`src/rtl/immediate_decode_stage.sv`:
```
// Registered RV32/RV64 immediate decoder behind a two-entry skid buffer (main M, skid K).
// Optional CSR-immediate decode is enabled by defining IMMEDIATE_ZICSR_EN.
module immediate_decode_stage #(
    parameter int N = 32
) (
    input  logic         clock,
    input  logic         reset_n,
    input  logic         flush,
    input  logic         in_valid,
    output logic         in_ready,
    input  logic [31:0]  in_instruction,
    input  logic [N-1:0] in_pc,
    output logic         out_valid,
    input  logic         out_ready,
    output logic [31:0]  out_instruction,
    output logic [N-1:0] out_immediate,
    output logic [N-1:0] out_target,
    output logic [2:0]   out_format,
    output logic         out_illegal
);

    if (N != 32 && N != 64) begin : g_bad_width
        $error("immediate_decode_stage: N must be 32 or 64");
    end

    localparam logic [6:0] OP_LOAD   = 7'b0000011;
    localparam logic [6:0] OP_ALUI   = 7'b0010011;
    localparam logic [6:0] OP_AUIPC  = 7'b0010111;
    localparam logic [6:0] OP_ALUIW  = 7'b0011011;
    localparam logic [6:0] OP_STORE  = 7'b0100011;
    localparam logic [6:0] OP_R      = 7'b0110011;
    localparam logic [6:0] OP_LUI    = 7'b0110111;
    localparam logic [6:0] OP_RW     = 7'b0111011;
    localparam logic [6:0] OP_BRANCH = 7'b1100011;
    localparam logic [6:0] OP_JALR   = 7'b1100111;
    localparam logic [6:0] OP_JAL    = 7'b1101111;
    localparam logic [6:0] OP_SYSTEM = 7'b1110011;

    localparam logic [2:0] FMT_NONE  = 3'd0;
    localparam logic [2:0] FMT_I     = 3'd1;
    localparam logic [2:0] FMT_S     = 3'd2;
    localparam logic [2:0] FMT_B     = 3'd3;
    localparam logic [2:0] FMT_U     = 3'd4;
    localparam logic [2:0] FMT_J     = 3'd5;
    localparam logic [2:0] FMT_SHAMT = 3'd6;
    localparam logic [2:0] FMT_CSR   = 3'd7;

    typedef struct packed {
        logic [31:0]  instr;
        logic [N-1:0] imm;
        logic [N-1:0] target;
        logic [2:0]   fmt;
        logic         illegal;
    } beat_t;

    beat_t      d_beat, m_beat, k_beat;
    logic       m_valid, k_valid;
    logic [6:0] op;
    logic [2:0] f3;
    logic       is_shift;

    assign op       = in_instruction[6:0];
    assign f3       = in_instruction[14:12];
    assign is_shift = (f3 == 3'b001) || (f3 == 3'b101);

    always_comb begin
        d_beat.instr   = in_instruction;
        d_beat.imm     = '0;
        d_beat.fmt     = FMT_NONE;
        d_beat.illegal = 1'b0;
        case (op)
            OP_ALUI: begin
                if (is_shift) begin
                    d_beat.fmt = FMT_SHAMT;
                    d_beat.imm = (N == 64) ? N'(in_instruction[25:20]) : N'(in_instruction[24:20]);
                end else begin
                    d_beat.fmt = FMT_I;
                    d_beat.imm = N'($signed(in_instruction[31:20]));
                end
            end
            OP_LOAD, OP_JALR: begin
                d_beat.fmt = FMT_I;
                d_beat.imm = N'($signed(in_instruction[31:20]));
            end
            OP_ALUIW: begin
                if (N != 64) begin
                    d_beat.illegal = 1'b1;
                end else if (is_shift) begin
                    d_beat.fmt = FMT_SHAMT;
                    d_beat.imm = N'(in_instruction[24:20]);
                end else begin
                    d_beat.fmt = FMT_I;
                    d_beat.imm = N'($signed(in_instruction[31:20]));
                end
            end
            OP_STORE: begin
                d_beat.fmt = FMT_S;
                d_beat.imm = N'($signed({in_instruction[31:25], in_instruction[11:7]}));
            end
            OP_BRANCH: begin
                d_beat.fmt = FMT_B;
                d_beat.imm = N'($signed({in_instruction[31], in_instruction[7],
                                         in_instruction[30:25], in_instruction[11:8], 1'b0}));
            end
            OP_LUI, OP_AUIPC: begin
                d_beat.fmt = FMT_U;
                d_beat.imm = N'($signed({in_instruction[31:12], 12'b0}));
            end
            OP_JAL: begin
                d_beat.fmt = FMT_J;
                d_beat.imm = N'($signed({in_instruction[31], in_instruction[19:12],
                                         in_instruction[20], in_instruction[30:21], 1'b0}));
            end
            OP_R: ;
            OP_RW: d_beat.illegal = (N != 64);
            OP_SYSTEM: begin
`ifdef IMMEDIATE_ZICSR_EN
                if (f3[2] && (f3[1:0] != 2'b00)) begin
                    d_beat.fmt = FMT_CSR;
                    d_beat.imm = N'(in_instruction[19:15]);
                end
`endif
            end
            default: d_beat.illegal = 1'b1;
        endcase
        // Only branches, jal and auipc produce a PC-relative target; all else is the fall-through PC.
        if (d_beat.fmt == FMT_B || d_beat.fmt == FMT_J || op == OP_AUIPC)
            d_beat.target = in_pc + d_beat.imm;
        else
            d_beat.target = in_pc + N'(4);
    end

    // in_ready is !k_valid, so an accept can only coincide with an empty skid register.
    always_ff @(posedge clock or negedge reset_n) begin
        if (!reset_n) begin
            m_valid <= 1'b0;
            k_valid <= 1'b0;
            m_beat  <= '0;
            k_beat  <= '0;
        end else if (flush) begin
            m_valid <= 1'b0;
            k_valid <= 1'b0;
        end else if (!m_valid || out_ready) begin
            if (k_valid) begin
                m_beat  <= k_beat;
                m_valid <= 1'b1;
                k_valid <= 1'b0;
            end else if (in_valid) begin
                m_beat  <= d_beat;
                m_valid <= 1'b1;
            end else begin
                m_valid <= 1'b0;
            end
        end else if (in_valid && !k_valid) begin
            k_beat  <= d_beat;
            k_valid <= 1'b1;
        end
    end

    assign in_ready        = !k_valid;
    assign out_valid       = m_valid;
    assign out_instruction = m_beat.instr;
    assign out_immediate   = m_beat.imm;
    assign out_target      = m_beat.target;
    assign out_format      = m_beat.fmt;
    assign out_illegal     = m_beat.illegal;

endmodule

```
`config.mk`:
```
export PLATFORM = sky130hd
export DESIGN_NAME = immediate_decode_stage
export DESIGN_NICKNAME = d
export VERILOG_FILES = /design/src/rtl/immediate_decode_stage.sv
export SDC_FILE = /design/constraint.sdc
export NUM_CORES = 1
export LEC_CHECK = 0
export ABC_AREA = 1
export ABC_CLOCK_PERIOD_IN_PS = 2800
export BUFFER_PORTS_ARGS = -buffer_cell sky130_fd_sc_hd__buf_2
export CELL_PAD_IN_SITES_DETAIL_PLACEMENT = 0
export CELL_PAD_IN_SITES_GLOBAL_PLACEMENT = 1
export CORE_MARGIN = 4
export CORE_UTILIZATION = 40
export DETAILED_ROUTE_END_ITERATION = 8
export PLACE_DENSITY = 0.82
export REMOVE_ABC_BUFFERS = 1
export SETUP_SLACK_MARGIN = 0.4
export SLEW_MARGIN = 20
export SYNTH_ARGS = -nofsm -noshare
export SYNTH_HDL_FRONTEND = slang
export SYNTH_SLANG_ARGS = --single-unit
```
`constraint.sdc`:
```
create_clock -name clock -period 2.8 [get_ports clock]
set_input_delay 0.14 -clock clock [delete_from_list [all_inputs] [get_ports clock]]
set_output_delay 0.14 -clock clock [all_outputs]
set_load 0.02 [all_outputs]
```
==> metrics.txt <==
outcome=completed; FFs w/ async S/R, synth=100%; first-pass GRT wire length=65900 um; final setup fails=0; Initial DRT Pass Iterations=5; antenna violations before repair=2; GR Util All Layers=24.5%; top-count cell post-synth=nand2_1; Seq/Total Area, Yosys=41.9%; synth cell count leaders=575 x nand2_1, 202 x dfrtp_1, 185 x o21ai_0; adder-cell area share of the yosys netlist=3.49%; largest net degree at the start of global routing=131; Post-Syn Instances=1712; Starting Density=40.6%; Crit path required time=3.23 ns; startpoint types=input port; core footprint=29700 um^2; gr busiest metal=met2; layout cells sized above 1=35.4%; IR drop worst, VDD=0.000397 V; Port Buffers=170; design area=17900 um^2; Area Overhead vs Synth=48.4%; worst clock skew=0.00688 ns; met1 Use GR=34.8%; initial drt markers=895; drt wl/cell=17.2 um; Synth area leader=dfrtp_1; worst path cell trace=buf_8, inv_8, nand2_4, nor2_4, nand2_4, nor2_4, nor2_4, buf_6, nand3_4, buf_8, nand3_4, inv_4, ha_4, a21oi_4, buf_6, o21ai_4, a21oi_2, nand2_4, buf_6, xor2_2, nand2_1, nand2_2, o21ai_1, nand2_1; final worst path period need=2.39 ns; Site Rows=63; CTS Buffer Depth=3; Crit Path Category=in2reg; Buf/Inv on CP=7; clk sink count=202; Final Core Density=60.2%; Clock Latency Late Sink=0.54 ns; Synth top area share=41.9%; Finished Layout Cells=2486; P per Cell Area=500 nW/um^2; vias in the first global route=12.2k; max-slew violation count=0; slowest stage cell on the critical path=ha_4; Max Fclk=418 MHz; hold_ws=0.0280 ns; RSZ-0062 raised after global routing=yes; Die H=182 um; GR Util met2=39.9%; Fill cells=2684; diode count=0; slowest stage delay, CP=0.21 ns; worst hold path class=in2reg; via count=12.6k; H-tree depth=1; Compound-Gate Fraction of Synth Area=16.5%; CTS Root Cell=clkbuf_16; largest family of logic cells by synthesized area=simple AND/OR/NAND/NOR gates; Synth Area in Simple Gates=27.3%; grt ovf=0; Main synth FF type=dfrtp_1; max_cap viols=0; placed cell count=2364; gpl congestion=0.974; Num CTS Buffers=25; synth warn=0; CP Max Fanout=6; Mapped Avg Cell Area=7.04 um^2; worst endpoint data arrival time=2.82 ns; HPWL after DPL=29800 um; Placement Cell Area=14400 um^2; Worst-path clk slew=0.06 ns; number of top-level pins=171; GR Util met3=3.81%; Worst-Margin Slew=0.999 ns; synthesis-stage register bit count=202; CTS tree=built; Final Hold Fails=0; final wirelength=42800 um; cell family with most CP delay=simple AND/OR/NAND/NOR gates; DIE AREA=33000 um^2; Slew HR=33.4%; Post-synth EDFFs=0; post-route ant nets=0; residual DRC count=0; die width=182 um; post-synth cell types=43; Synth area leaders=dfrtp_1 42%, nand2_1 18%, o21ai_0 7.7%; fin crit share=85.4%; via-per-instance ratio=5.07; mapped cell area=12100 um^2; Leakage=8.99 nW; Nets=2180; Critical Path Sink Type=flop; Synth Area in XOR/XNOR=2.40%; post-synthesis mux area share=0.0830%
-- kinds of logic after synthesis --
kind of cell	count (synthesis)
AOI/OAI and AO/OA	376
xor gates and xnor gates	33
adders and majority gates	33
buffers and inverters	257
DFF	202
muxes	1
and+or+nand+nor	810
-- sequential cells by signal, summed over array words and instances (netlist names) --
signal           flops
k_beat             100
out_illegal          1
out_immediate       32
k_valid              1
out_valid            1
out_format           3
out_instruction     32
out_target          32
-- cells in the final DEF, fill, tap and decap left out, drive strengths merged, types with 2 or more instances in the layout --
master,netlist,layout
clkinv,0,6
nand2,578,578
nand3,68,68
a21oi,84,84
dfrtp,202,202
nand4,18,18
ha,32,32
clkbuf,38,34
a22oi,4,4
dlygate4sd3,0,33
nor2,113,113
o22ai,2,2
xnor2,13,13
nor3,16,16
o211ai,6,6
o21bai,6,6
nor4,2,2
or2,5,5
and2,2,2
xor2,20,20
buf,34,376
clkinvlp,0,5
inv,185,184
bufinv,0,3
o21ai,270,270
nand3b,5,5
a31oi,3,3
-- timing repair --
item | 4_1_cts | 5_1_grt
buffers inserted | 8 | 35
gates cloned | 0 | 1
hold buffers | 33 | 0
hold endpoints to repair | 120 | 0
pin swaps | 29 | 152
gates resized for setup | 133 | 363
endpoints found under the setup margin | 53 | 55
-- final timing paths --
check,from,end,slack (ns),cells after the start
setup / recovery,in_instruction[3],out_target[14],0.41,24
setup reg to reg,out_valid,out_immediate[21],0.79,5
hold reg to reg,out_target[14],out_target[14],0.47,2
min in group asynchronous,reset_n,out_target[6],0.21,2
hold / removal,in_instruction[6],k_beat[74],0.03,4
max in group asynchronous,reset_n,k_beat[93],1.74,3
-- through the flow --
stage	total power, mW	setup WS (ns)	TNS [ns]
after global placement	5.34	-0.472	-19.24
final	8.93	0.410	0
after global routing	9.41	0.294	0
after CTS	8.83	0.383	0
after detailed placement	5.37	-0.515	-20.51
after floorplan	4.63	-4.39	-471.20
-- layout make-up --
class | instances | area, um^2 | share of cell area [%]
sequential | 202 | 5060 | 28.3
tap | 390 | 488 | 2.73
timing repair buffer | 410 | 2970 | 16.6
clock inverter | 12 | 164 | 0.917
multi-input combinational | 1253 | 7780 | 43.5
inverter | 185 | 746 | 4.17
timing repair inverter | 1 | 5.00 | 0.0280
clock buffer | 33 | 676 | 3.78
-- worst reg2reg max path: cells and delay by family (launching register included) --
kind                   cells  cell delay [ns]
buffers and inverters      1             0.51
DFF                        1             0.33
AOI/OAI and AO/OA          2             0.43
and+or+nand+nor            2             0.61
-- where the power goes --
group | switching (mW) | internal [mW] | leakage [nW]
clock network | 1.33 | 1.99 | 0.399
registers | 0.217 | 3.40 | 2.59
logic | 1.24 | 0.766 | 6.00
-- metal layers --
metal | up-vias | wire, um
met5 | - | 14
met2 | 345 | 20200
li1 | 6245 | -
met1 | 5959 | 19400
met4 | 4 | 811
met3 | 56 | 2360
(Power assumes the default switching activity.)
